===== src/rtl/int_trigger_ctrl.sv =====
// Memory-mapped PC-match interrupt scheduler: arms on a target PC, raises interrupt until ACK.
// Latency: interrupt rises one cycle after ASSERT is entered (DELAY adds DELAY cycles), falls one cycle after it is left.
// Backpressure: none; bus writes complete in one cycle and reads are combinational.
module int_trigger_ctrl #(
    parameter logic [31:0] BASE_ADDR = 32'h00007f20,
    parameter int          CNT_W     = 8
) (
    input  logic        clk,
    input  logic        reset,
    input  logic [31:0] macroscopic_pc,
    input  logic [31:0] m_int_addr,
    input  logic [31:0] m_int_wdata,
    input  logic [3:0]  m_int_byteen,
    output logic [31:0] m_int_rdata,
    output logic        interrupt
);

    localparam logic [31:0] ACK_ADDR  = BASE_ADDR;
    localparam logic [31:0] TGT_ADDR  = BASE_ADDR + 32'd4;
    localparam logic [31:0] CTRL_ADDR = BASE_ADDR + 32'd8;
    localparam logic [31:0] CNT_ADDR  = BASE_ADDR + 32'd12;

    // Encoding is software-visible through STATUS[2:0].
    typedef enum logic [2:0] {
        ST_IDLE   = 3'd0,
        ST_ARMED  = 3'd1,
        ST_WAIT   = 3'd2,
        ST_ASSERT = 3'd3,
        ST_REARM  = 3'd4,
        ST_DONE   = 3'd5
    } state_t;

    state_t             state_q, state_d;
    logic [31:0]        target_q, target_d;
    logic [15:0]        ctrl_q, ctrl_d;
    logic [CNT_W-1:0]   count_q, count_d;
    logic [CNT_W-1:0]   dcnt_q, dcnt_d;
    logic               interrupt_q, interrupt_d;

    logic [31:0]        addr_w;
    logic [31:0]        wmask;
    logic [15:0]        ctrl_wr_val;
    logic               wr_en, ack_wr, tgt_wr, ctrl_wr, pc_match;
    logic [CNT_W:0]     cnt_inc;
    logic [CNT_W:0]     maxcnt_ext;
    logic [CNT_W-1:0]   delay_ext;

    // Bus decode, byte-merged register write values and PC match.
    always_comb begin
        addr_w      = m_int_addr & ~32'd3;
        wr_en       = |m_int_byteen;
        ack_wr      = wr_en && (addr_w == ACK_ADDR);
        tgt_wr      = wr_en && (addr_w == TGT_ADDR);
        ctrl_wr     = wr_en && (addr_w == CTRL_ADDR);
        wmask       = {{8{m_int_byteen[3]}}, {8{m_int_byteen[2]}},
                       {8{m_int_byteen[1]}}, {8{m_int_byteen[0]}}};
        ctrl_wr_val = (ctrl_q & ~wmask[15:0]) | (m_int_wdata[15:0] & wmask[15:0]);
        target_d    = target_q;
        if (tgt_wr) begin
            target_d = ((target_q & ~wmask) | (m_int_wdata & wmask)) & ~32'd3;
        end
        ctrl_d      = ctrl_wr ? ctrl_wr_val : ctrl_q;
        pc_match    = (macroscopic_pc & ~32'd3) == target_q;
        cnt_inc     = {1'b0, count_q} + (CNT_W+1)'(1);
        maxcnt_ext  = {{(CNT_W-3){1'b0}}, ctrl_q[7:4]};
        delay_ext   = CNT_W'(ctrl_q[15:8]);
    end

    // Trigger FSM next state; a CTRL write restarts the scheduler and wins over everything else.
    always_comb begin
        state_d     = state_q;
        count_d     = count_q;
        dcnt_d      = dcnt_q;
        if (ctrl_wr) begin
            count_d = '0;
            state_d = ctrl_wr_val[0] ? ST_ARMED : ST_IDLE;
        end else begin
            case (state_q)
                ST_IDLE: state_d = ST_IDLE;
                ST_ARMED: begin
                    if (pc_match) begin
                        if (delay_ext != '0) begin
                            state_d = ST_WAIT;
                            dcnt_d  = delay_ext - CNT_W'(1);
                        end else begin
                            state_d = ST_ASSERT;
                        end
                    end
                end
                ST_WAIT: begin
                    if (dcnt_q == '0) begin
                        state_d = ST_ASSERT;
                    end else begin
                        dcnt_d  = dcnt_q - CNT_W'(1);
                    end
                end
                ST_ASSERT: begin
                    if (ack_wr) begin
                        count_d = (count_q == '1) ? count_q : cnt_inc[CNT_W-1:0];
                        if (ctrl_q[1] && ((ctrl_q[7:4] == 4'd0) || (cnt_inc < maxcnt_ext))) begin
                            state_d = ST_REARM;
                        end else begin
                            state_d = ST_DONE;
                        end
                    end
                end
                // Hold off until the PC moves away so a stalled PC cannot retrigger.
                ST_REARM: if (!pc_match) state_d = ST_ARMED;
                ST_DONE:  state_d = ST_DONE;
                default:  state_d = ST_IDLE;
            endcase
        end
        interrupt_d = (state_q == ST_ASSERT);
    end

    // Register state; async reset returns everything to idle.
    always_ff @(posedge clk or posedge reset) begin
        if (reset) begin
            state_q     <= ST_IDLE;
            target_q    <= '0;
            ctrl_q      <= '0;
            count_q     <= '0;
            dcnt_q      <= '0;
            interrupt_q <= 1'b0;
        end else begin
            state_q     <= state_d;
            target_q    <= target_d;
            ctrl_q      <= ctrl_d;
            count_q     <= count_d;
            dcnt_q      <= dcnt_d;
            interrupt_q <= interrupt_d;
        end
    end

    // Combinational read mux; unmapped addresses read zero.
    always_comb begin
        m_int_rdata = 32'd0;
        if (addr_w == ACK_ADDR) begin
            m_int_rdata = {24'd0, count_q[3:0], 1'b0, state_q};
        end else if (addr_w == TGT_ADDR) begin
            m_int_rdata = target_q;
        end else if (addr_w == CTRL_ADDR) begin
            m_int_rdata = {16'd0, ctrl_q};
        end else if (addr_w == CNT_ADDR) begin
            m_int_rdata = {{(32-CNT_W){1'b0}}, count_q};
        end
    end

    assign interrupt = interrupt_q;

endmodule

===== config.mk =====
export PLATFORM = sky130hd
export DESIGN_NAME = int_trigger_ctrl
export DESIGN_NICKNAME = d
export VERILOG_FILES = /design/src/rtl/int_trigger_ctrl.sv
export SDC_FILE = /design/constraint.sdc
export NUM_CORES = 1
export LEC_CHECK = 0
export CORE_ASPECT_RATIO = 1.75
export CORE_MARGIN = 2
export CORE_UTILIZATION = 43
export DETAILED_ROUTE_END_ITERATION = 16
export PLACE_DENSITY = 0.77
export RECOVER_POWER = 25
export SETUP_SLACK_MARGIN = 0.05
export SYNTH_ARGS = -nofsm -noshare
export SYNTH_HDL_FRONTEND = slang
export SYNTH_SLANG_ARGS = --single-unit

===== constraint.sdc =====
create_clock -name clk -period 3.3 [get_ports clk]
set_clock_uncertainty 0.15 [all_clocks]
set_input_delay 0.825 -clock clk [delete_from_list [all_inputs] [get_ports clk]]
set_output_delay 0.825 -clock clk [all_outputs]
set_load 0.01 [all_outputs]

==> out/qor.yml <==
floorplan:
  die_w_um: 80.7
  ios: 135
  chipHeight_um: 138
  rows: 49
  start_util_pct: 43.5
  die-area_um2: 11100
  core_area_um2: 10200
worst_setup_path:
  cp_slowest_cell: "or2_4"
  cp.arrival_ps: 2460
  required_ps: 2320
  crit_type: "in2out"
  crit_fanout: 6
  worstPathCellList: "dlygate4sd2_1 > and4bb_2 > nand4_4 > or2_4 > nor3b_4 > buf_6 > buf_16 > a22o_1 > buf_2"
  r2r_cells: 6
  cpPeakStageDelay_ps: 280
  endpoint_kind: "output pin"
  r2r_slack_ps: 690
  rr_endpoint: "dcnt_q[5]"
  cp-start-kind: "input pin"
  reg2reg_from: "state_q[2]"
pwr:
  pwr-share-seq_pct: 40.8
  clkPwrFrac_pct: 49.7
  power.internal_mw: 1.55
  power_frac_comb_pct: 9.6
  leakagePower_nw: 3.00
  p_sw_share_pct: 21.9
  p_per_area_nw_per_um2: 308
  switching_power_mw: 0.434
  max-vdd-ir-drop_uv: 388
logic_synthesis:
  synth_compound_area_share_pct: 8.77
  avgSynthCellArea_um2: 10.6
  ys_seq_elements: 66
  synth-edff-count: 0
  yosys.area_share.adder_pct: 1.70
  synth_top_family_by_area: "simple AND/OR/NAND/NOR gates"
  yosysSeqAreaShare_pct: 37.3
  synth_top_flop_cell: "dfrtp_1"
  synth_cells: 416
  yosys.area.top_type_share_pct: 37.3
  synth_top_area_cell: "dfrtp_1"
  synthArstFlopShare_pct: 100
  syn_area_um2: 4420
  synth_mux_area_share_pct: 19.4
  synthTopCellsByArea: "dfrtp_1, mux2_4, mux2_2"
  synthSimpleGateAreaFrac_pct: 21.6
  syn-num-nets: 524
  ys_types: 65
  ys_warn_count: 0
  synth-xor-area-share_pct: 7.72
grt:
  antenna_found_initial: 1
  grt_pass1_wl_um: 22500
  grt_overflow: 0
  grt_use_total_pct: 26.6
  grt_pass1_vias: 4369
  grt_max_degree: 67
sta:
  hold_viol: 0
  setup_ws_ps: -133
  setup-violations-final: 27
  tightest_slew_ps: 1700
  fin_crit_sh_pct: 104
  rsz0062_at_grt: "true"
  finalCriticalPeriod_ps: 3430
  slew_violations: 67
  max_freq_mhz: 291
  slew_headroom_pct: -13.1
detailed_routing:
  wire_per_inst_um: 20.0
  drt_first_pass_iters: 4
  wl_um: 14200
  met3_length_um: 585
  drcViolationCount: 0
  ant_nets: 0
  wl_met2_um: 8040
  vias: 4058
  m1WireLength_um: 4980
  via_per_inst: 5.72
  top_layer: "met4"
  first_iter_violations: 274
clocking:
  clockBufferDepth: 2
  cts_root_buf: "clkbuf_16"
  clock_sinks: 66
  clk_latency_ps: 340
  postCtsHoldBufs: 0
  path_clk_slew_ps: 60
  htreeDepth: 3
  numCtsBuffers: 9
  cts_tree: "done"
worst_hold_path:
  whs_path_depth: 1
  hold_path_class: "reg2reg"
placement:
  place.gp.congestion: 0.917
  portBuffers: 130
  dp_hpwl_um: 10100
  place_ws_ps: -832
finish:
  drive_above_1_share_pct: 33.5
  fillers: 836
  final_nets: 685
  area_growth_pct: 46.0
  utilization_pct: 63.4
  final_cell_mix: "clkdlybuf4s50_1, dfrtp_1, nor2_1, buf_4, xor2_1"
  mostFrequentLayoutCell: "clkdlybuf4s50_1"
outcome:
  violations: "max-capacitance violations, max-slew violations, negative setup slack"
  status: "finished, violations left"
job:
  drv_cap: 1
-- kinds of logic after synthesis --
kind of cell	Yosys count
simple gates	157
buf+inv	30
mux	64
fa+ha+maj	6
compound gates	54
xor+xnor	39
flops	66
-- synth_stat cells, drive strengths merged, types with 3 or more instances --
library cell / count
a21oi: 9
a22o: 8
a31oi: 4
and2: 21
and3: 5
buf: 9
clkbuf: 13
dfrtp: 66
ha: 6
inv: 8
mux2: 51
mux2i: 8
mux4: 5
nand2: 4
nand2b: 3
nand3: 12
nand4: 4
nor2: 46
nor2b: 7
nor3: 13
nor3b: 4
nor4: 20
nor4b: 3
o21ai: 8
o31ai: 5
o41ai: 3
or3: 3
xnor2: 8
xor2: 31
-- per-layer routing --
layer,up-vias,GRT usage (%)
li1,1851,-
met1,2008,29.2
met2,159,48.2
met3,40,3.39
met5,-,0
met4,0,13.8
-- layout make-up --
cell class / instances / area [µm²] / area share (%)
Clock buffer: 12 / 256 / 3.97
Inverter: 8 / 30.0 / 0.465
Multi-Input combinational cell: 320 / 2730 / 42.2
Antenna cell: 1 / 2.50 / 0.0388
Timing Repair Buffer: 172 / 1580 / 24.5
Tap cell: 127 / 159 / 2.46
Sequential cell: 66 / 1650 / 25.6
Clock inverter: 4 / 50.0 / 0.775
-- metrics by stage --
step	hold slack [ps]	std cells	power (mW)	area, µm²	TNS, ps
final	366	710	1.99	6460	-2270
after global routing	381	710	2.04	6460	-3980
after CTS	370	708	2.00	6480	-2200
after detailed placement	349	682	1.02	6080	-25560
after global placement	344	682	1.02	6080	-24420
after floorplan	325	416	0.869	4510	0
-- critical path, delay by kind of cell --
kind                   cells  cell delay (ps)
AND/OR/NAND/NOR            4              870
buffers and inverters      4              610
AO/OA/AOI/OAI              1              140
-- worst max-delay path by stage --
| stage | startpoint | to |
|---|---|---|
| detailed placement | m_int_addr[17] | m_int_rdata[13] |
| CTS | m_int_addr[24] | m_int_rdata[13] |
| global placement | m_int_addr[17] | m_int_rdata[13] |
| finish | m_int_addr[13] | m_int_rdata[13] |
| global route | m_int_addr[16] | m_int_rdata[8] |
| floorplan | m_int_addr[17] | m_int_rdata[12] |
-- power by group through the flow --
| stage | Clock, mW | Sequential, mW | Combinational, mW |
|---|---|---|---|
| after floorplan | 0 | 0.824 | 0.0448 |
| after global placement | 0 | 0.824 | 0.196 |
| after detailed placement | 0 | 0.824 | 0.200 |
| after CTS | 0.994 | 0.810 | 0.195 |
| after global routing | 1.03 | 0.809 | 0.203 |
| final | 0.986 | 0.810 | 0.190 |
-- what timing repair did --
item	in CTS	in global routing
setup endpoints to repair	32	29
buffers inserted	7	1
gates resized for setup	218	12
pin swaps	17	13
gates cloned	3	0
Note: power is estimated with default switching activity, not from simulation.
